### src/rtl/counter_pkg.sv
// Shared types and defaults for the counter scheduler: FSM state encoding,
// default sizes and the pointer-width helper used by the top and the arbiter.
package counter_pkg;

    typedef enum logic [1:0] {
        IDLE,
        CLEAR,
        RUN,
        DONE
    } state_t;

    localparam int DEFAULT_W    = 4;
    localparam int DEFAULT_NREQ = 2;

    // Width of an index into NREQ requesters; never zero, even for NREQ == 1.
    function automatic int ptr_width(input int n);
        return (n > 1) ? $clog2(n) : 1;
    endfunction

endpackage

### src/rtl/counter_scheduler_if.sv
// Requester-side handshake of the counter scheduler: level requests, packed
// run lengths, and the one-hot grant / done / err / busy status back.
interface counter_scheduler_if #(
    parameter int NREQ = 2,
    parameter int W    = 4
);
    logic [NREQ-1:0]   req;
    logic [NREQ*W-1:0] len;
    logic [NREQ-1:0]   grant;
    logic [NREQ-1:0]   done;
    logic              err;
    logic              busy;

    modport master (output req, len, input grant, done, err, busy);
    modport slave  (input req, len, output grant, done, err, busy);
endinterface

### src/rtl/counter_scheduler_rr_arbiter.sv
// Combinational round-robin arbiter: picks the first asserted request after
// ptr, searching cyclically, and returns it one-hot.
module rr_arbiter
    import counter_pkg::*;
#(
    parameter  int NREQ = DEFAULT_NREQ,
    localparam int PW   = ptr_width(NREQ)
) (
    input  logic [NREQ-1:0] req,
    input  logic [PW-1:0]   ptr,
    output logic [NREQ-1:0] gnt,
    output logic            any
);

    // NOTE: every output gets a value before the search loop so no path
    // through the block leaves it unassigned, which would infer a latch.
    always_comb begin
        gnt = '0;
        any = 1'b0;
        for (int i = 1; i <= NREQ; i++) begin
            if (!any && req[PW'((int'(ptr) + i) % NREQ)]) begin
                gnt[PW'((int'(ptr) + i) % NREQ)] = 1'b1;
                any                              = 1'b1;
            end
        end
    end

endmodule

### src/rtl/counter_scheduler.sv
// Shares one external up-counter between NREQ requesters: grants round-robin,
// clears the counter, counts to the owner's length, then pulses done.
module counter_scheduler
    import counter_pkg::*;
#(
    parameter int NREQ = DEFAULT_NREQ,
    parameter int W    = DEFAULT_W
) (
    input  logic                clk,
    input  logic                reset,
    counter_scheduler_if.slave  bus,
    output logic                cnt_clr,
    output logic                cnt_en,
    input  logic [W-1:0]        cnt_q
);

    localparam int PW = ptr_width(NREQ);
    // A legal run ends by count 2^W-1; two extra cycles of slack before giving up.
    localparam logic [W+1:0] WD_LIMIT = (W + 2)'((1 << W) + 2);

    state_t          state, state_next;
    logic [PW-1:0]   owner, owner_next;
    logic [PW-1:0]   ptr, ptr_next;
    logic [W-1:0]    len_r, len_r_next;
    logic [W+1:0]    wd, wd_next;
    logic            err_r, err_r_next;

    logic [NREQ-1:0] arb_gnt;
    logic            arb_any;
    logic [PW-1:0]   arb_idx;
    logic [W-1:0]    arb_len;

    logic [NREQ-1:0] grant, done;
    logic            err, busy;

    rr_arbiter #(.NREQ(NREQ)) u_arb (
        .req (bus.req),
        .ptr (ptr),
        .gnt (arb_gnt),
        .any (arb_any)
    );

    always_comb begin
        arb_idx = '0;
        arb_len = '0;
        for (int i = 0; i < NREQ; i++) begin
            if (arb_gnt[i]) begin
                arb_idx = PW'(i);
                arb_len = bus.len[i*W +: W];
            end
        end
    end

    // NOTE: state is updated with non-blocking assignments so every register
    // samples the pre-edge values, independent of statement order.
    always_ff @(posedge clk or negedge reset) begin
        if (!reset) begin
            state <= IDLE;
            owner <= '0;
            ptr   <= PW'(NREQ - 1);
            len_r <= '0;
            wd    <= '0;
            err_r <= 1'b0;
        end else begin
            state <= state_next;
            owner <= owner_next;
            ptr   <= ptr_next;
            len_r <= len_r_next;
            wd    <= wd_next;
            err_r <= err_r_next;
        end
    end

    always_comb begin
        state_next = state;
        owner_next = owner;
        ptr_next   = ptr;
        len_r_next = len_r;
        wd_next    = wd;
        err_r_next = err_r;
        cnt_clr    = 1'b0;
        cnt_en     = 1'b0;
        grant      = '0;
        done       = '0;
        err        = 1'b0;
        busy       = 1'b1;

        unique case (state)
            IDLE: begin
                busy    = 1'b0;
                cnt_clr = 1'b1;
                if (arb_any) begin
                    owner_next = arb_idx;
                    len_r_next = arb_len;
                    wd_next    = '0;
                    err_r_next = 1'b0;
                    state_next = (arb_len == '0) ? DONE : CLEAR;
                end
            end

            CLEAR: begin
                grant[owner] = 1'b1;
                cnt_clr      = 1'b1;
                if (!bus.req[owner]) begin
                    ptr_next   = owner;
                    state_next = IDLE;
                end else begin
                    state_next = RUN;
                end
            end

            RUN: begin
                grant[owner] = 1'b1;
                cnt_en       = (cnt_q != len_r);
                wd_next      = wd + 1'b1;
                // An abort outranks a completion seen in the same cycle.
                if (!bus.req[owner]) begin
                    ptr_next   = owner;
                    state_next = IDLE;
                end else if (cnt_q == len_r) begin
                    state_next = DONE;
                end else if (wd == WD_LIMIT) begin
                    err_r_next = 1'b1;
                    state_next = DONE;
                end
            end

            DONE: begin
                grant[owner] = 1'b1;
                done[owner]  = 1'b1;
                err          = err_r;
                ptr_next     = owner;
                state_next   = IDLE;
            end

            default: state_next = IDLE;
        endcase
    end

    assign bus.grant = grant;
    assign bus.done  = done;
    assign bus.err   = err;
    assign bus.busy  = busy;

endmodule

### src/flat_wrapper.sv
// flat-port wrapper written by rule: the top's interface ports become plain ports
module counter_scheduler_flat import counter_pkg::*;
#(
    parameter int NREQ = DEFAULT_NREQ,
    parameter int W    = DEFAULT_W
)
  (clk, reset, cnt_clr, cnt_en, cnt_q, bus_req, bus_len, bus_grant, bus_done, bus_err, bus_busy);
  counter_scheduler_if #(.NREQ(NREQ), .W(W)) bus_i ();
  input  logic clk;
  input  logic reset;
  output logic cnt_clr;
  output logic cnt_en;
  input  logic [W-1:0] cnt_q;
  input wire logic [$bits(bus_i.req)-1:0] bus_req;
  input wire logic [$bits(bus_i.len)-1:0] bus_len;
  output wire logic [$bits(bus_i.grant)-1:0] bus_grant;
  output wire logic [$bits(bus_i.done)-1:0] bus_done;
  output wire logic [$bits(bus_i.err)-1:0] bus_err;
  output wire logic [$bits(bus_i.busy)-1:0] bus_busy;
  assign bus_i.req = bus_req;
  assign bus_i.len = bus_len;
  assign bus_grant = bus_i.grant;
  assign bus_done = bus_i.done;
  assign bus_err = bus_i.err;
  assign bus_busy = bus_i.busy;
  counter_scheduler #(.NREQ(NREQ), .W(W)) u_core (.clk(clk), .reset(reset), .bus(bus_i), .cnt_clr(cnt_clr), .cnt_en(cnt_en), .cnt_q(cnt_q));
endmodule
### config.mk
export PLATFORM = sky130hd
export DESIGN_NAME = counter_scheduler_flat
export DESIGN_NICKNAME = d
export VERILOG_FILES = /design/src/rtl/counter_pkg.sv /design/src/rtl/counter_scheduler_if.sv /design/src/rtl/counter_scheduler_rr_arbiter.sv /design/src/rtl/counter_scheduler.sv /design/src/flat_wrapper.sv
export SDC_FILE = /design/constraint.sdc
export NUM_CORES = 1
export LEC_CHECK = 0
export BUFFER_PORTS_ARGS = -buffer_cell sky130_fd_sc_hd__buf_2
export CORE_MARGIN = 2
export CORE_UTILIZATION = 43
export DETAILED_ROUTE_END_ITERATION = 8
export GPL_TIMING_DRIVEN = 0
export PLACE_DENSITY = 0.79
export SYNTH_ARGS = -nofsm -noshare
export SYNTH_HDL_FRONTEND = slang
export SYNTH_SLANG_ARGS = --single-unit
### constraint.sdc
create_clock -name clk -period 1.5 [get_ports clk]
set_input_delay 0.15 -clock clk [delete_from_list [all_inputs] [get_ports clk]]
set_output_delay 0.15 -clock clk [all_outputs]
set_load 0.005 [all_outputs]
==> impl_results.md <==
- Status: finished clean
- Number of synthesized flops with an enable pin: 0
- CTS max path bufs: 2
- Max Fanout on Critical Path: 3
- Vias in the first global route: 772
- WHS Endpoint: u_core.len_r[2]
- Total global routing overflow: 0
- Async set-reset flop share out of synthesis: 1.00
- Combinational power share: 0.618
- Inserted Clock Buffers: 3
- Final GP Congestion: 0.877
- Global routing usage on met3: 0.0697
- # clock sinks: 14
- Top-area cell type share of the netlist area: 0.365
- Max Slew Vio Count: 0
- Syn_area_per_cell: 9.29 sq um
- Post-synth top area cell: dfrtp_1
- Most frequent cell after synthesis: nand2_1
- Setup ws final: 0.00467 ns
- Fmax achieved: 669 MHz
- Antenna cells: 0
- Critical Path RT: 1.35 ns
- Overall routing resource usage: 0.187
- Hold_ws: 0.126 ns
- Clock Latency Late Sink: 0.29 ns
- DRT Pass-1 Iters: 4
- Seq/Total Area, Yosys: 0.394
- Met2 usage: 0.304
- Total net switching power: 0.000706 W
- Final Hold Viols: 0
- CORE AREA: 1960 sq um
- Worst EP arrival: 1.35 ns
- Commonest cells post-synth: nand2_1 (15), dfrtp_1 (13), o21ai_0 (9)
- FP Rows: 16
- Worst R2R Start: u_core.state[1]
- Fill cells: 174
- #FFs+latches synth: 14
- Main flop type after synthesis: dfrtp_1
- Post-route ant nets: 0
- CTS clk-pin slew, worst paths: 0.09 ns
- Largest net degree at the start of global routing: 15
- Die Width: 49.6 um
- Antenna violations before repair: 0
- Detailed-route DRC error count: 0
- Port Buf Inserts: 16
- GRT busiest layer: met2
- Placed Instances: 140
- Nature of the critical path endpoint: output pin
- Nets: 151
- Fin cells: 154
- Final Core Density: 0.619
- RSZ-0062 raised after global routing: yes
- Setup TNS: 0 ns
- Layout cells sized above 1: 0.409
- Synthesized netlist cell count: 96
- WL final: 1900 um
- Flop pwr share: 0.262
- Power per cell area: 1560 nW/um^2
- Final period util: 0.997
- Starting Density: 0.455
- IO Pins: 24
- Worst Setup Start Kind: flip-flop
- Reg2Reg Depth: 6
- Worst min path class: primary input to flip-flop
- R2R setup slack: 0.04 ns
- CTS tree: built
- Clock Tree Root: clkbuf_4
- Via-per-instance ratio: 5.06
- Area Growth Syn to Fin: 36.2%
- Share of power burned in the clock network: 0.120
- Cell Area, Synth: 892 sq um
- Distinct cells, synth: 33
- Power Internal: 0.00119 W
- DP Worst Slack: -0.133 ns
- Post-DP HPWL: 1300 um
- Die H: 49.6 um
- Max-Cap Viols: 0
- Die area: 2460 sq um
- Sw Share: 0.373
- Clock skew: 0.0110 ns
- Pleak: 0.552 nW
- Ys Warns: 0
- RR Endpoint: u_core.wd[2]
- Global-route wire length before repair: 3430 um
- # setup viols final: 0
- Hold depth: 3
- Critical hold path startpoint: bus_len[2]
- M1 GR Usage: 0.224
- Worst Path Class, Setup: flip-flop to output pin
- Top cells by area, synth: dfrtp_1 (36%), ha_1 (9.8%), nand2_1 (6.3%)
- Max IR drop VDD: 0.00108 V
- Detailed-route wire length per cell: 12.3 um
- Initial DRC count: 12
- Vias: 780
- Max H-tree Level: 1
- Min Tclk post-route: 1.50 ns
logic make-up after synthesis:
family / count (synthesis) / synth area share
other: 1 / 0.00420
and+or+nand+nor: 36 / 0.201
adders and majority gates: 7 / 0.0982
buffers and inverters: 11 / 0.0799
muxes: 2 / 0.0238
DFF: 14 / 0.394
xor gates and xnor gates: 5 / 0.0491
AOI/OAI and AO/OA: 20 / 0.150
what timing repair did:
| item | CTS | global route |
|---|---|---|
| gates resized for setup | 13 | 9 |
| endpoints found under the hold margin | 13 | 0 |
| setup buffers | 11 | 1 |
| setup endpoints to repair | 8 | 12 |
| gates cloned | 0 | 0 |
| pin swaps | 6 | 6 |
| hold buffers | 1 | 0 |
sequential cells by signal (all words and copies together), names as in the netlist:
register	cells
u_core.ptr	1
u_core.wd	6
u_core.err_r	1
u_core.len_r	4
u_core.state	2
per-layer routing:
metal	routed length (um)	vias to the layer above
li1	-	391
met1	846	364
met2	910	21
met3	111	4
met4	29	0
met5	0	-
cell usage in the layout (no fill, tap or decap), types with 2 or more instances in the layout:
cell / netlist / final
inv_2: 1 / 3
nand3_1: 2 / 2
nand4_1: 2 / 2
xnor2_1: 5 / 5
ha_4: 0 / 3
inv_1: 4 / 2
and2_1: 4 / 3
buf_6: 2 / 4
nand2_1: 15 / 15
ha_2: 0 / 2
ha_1: 7 / 2
dfrtp_1: 13 / 13
nor3_1: 3 / 2
clkbuf_4: 0 / 3
nor2_1: 4 / 3
o21ai_0: 9 / 9
a22o_1: 3 / 3
conb_1: 1 / 2
buf_2: 0 / 14
buf_4: 4 / 13
power by group through the flow:
stage          clock network (W)  logic (W)  registers, W
2_1_floorplan                  0   0.000564      0.000491
3_3_place_gp                   0   0.000738      0.000505
3_5_place_dp                   0   0.000762      0.000506
4_1_cts                 0.000233    0.00114      0.000493
5_1_grt                 0.000248    0.00131      0.000504
6_report                0.000228    0.00117      0.000495
layout make-up:
type,count,area (sq um),area share
Timing Repair Buffer,29,200,0.165
Clock buffer,4,26.3,0.0216
Buffer,3,22.5,0.0185
Multi-Input combinational cell,72,562,0.462
Sequential cell,14,352,0.289
Inverter,5,18.8,0.0154
Tap cell,27,33.8,0.0278
worst max-delay path by stage:
stage | startpoint | end | depth (start not counted)
6_report | u_core.state[1] | cnt_clr | 5
5_1_grt | u_core.state[1] | cnt_clr | 5
4_1_cts | u_core.state[1] | bus_grant[0] | 6
3_5_place_dp | u_core.state[1] | u_core.wd[5] | 7
3_3_place_gp | u_core.state[1] | u_core.wd[5] | 7
2_1_floorplan | u_core.state[0] | u_core.wd[3] | 6
metrics by stage:
| step | area, sq um | total power (W) |
|---|---|---|
| floorplan | 900 | 0.00106 |
| global placement | 1010 | 0.00124 |
| detailed placement | 1010 | 0.00127 |
| CTS | 1200 | 0.00186 |
| global route | 1210 | 0.00206 |
| finish | 1210 | 0.00189 |
worst max-delay path, cell delays in order (launching register included):
cell	delay, ns
dfrtp_1	0.40
inv_2	0.08
buf_6	0.12
ha_4	0.14
or2_1	0.19
buf_2	0.12
Note: power is estimated with default switching activity, not from simulation.
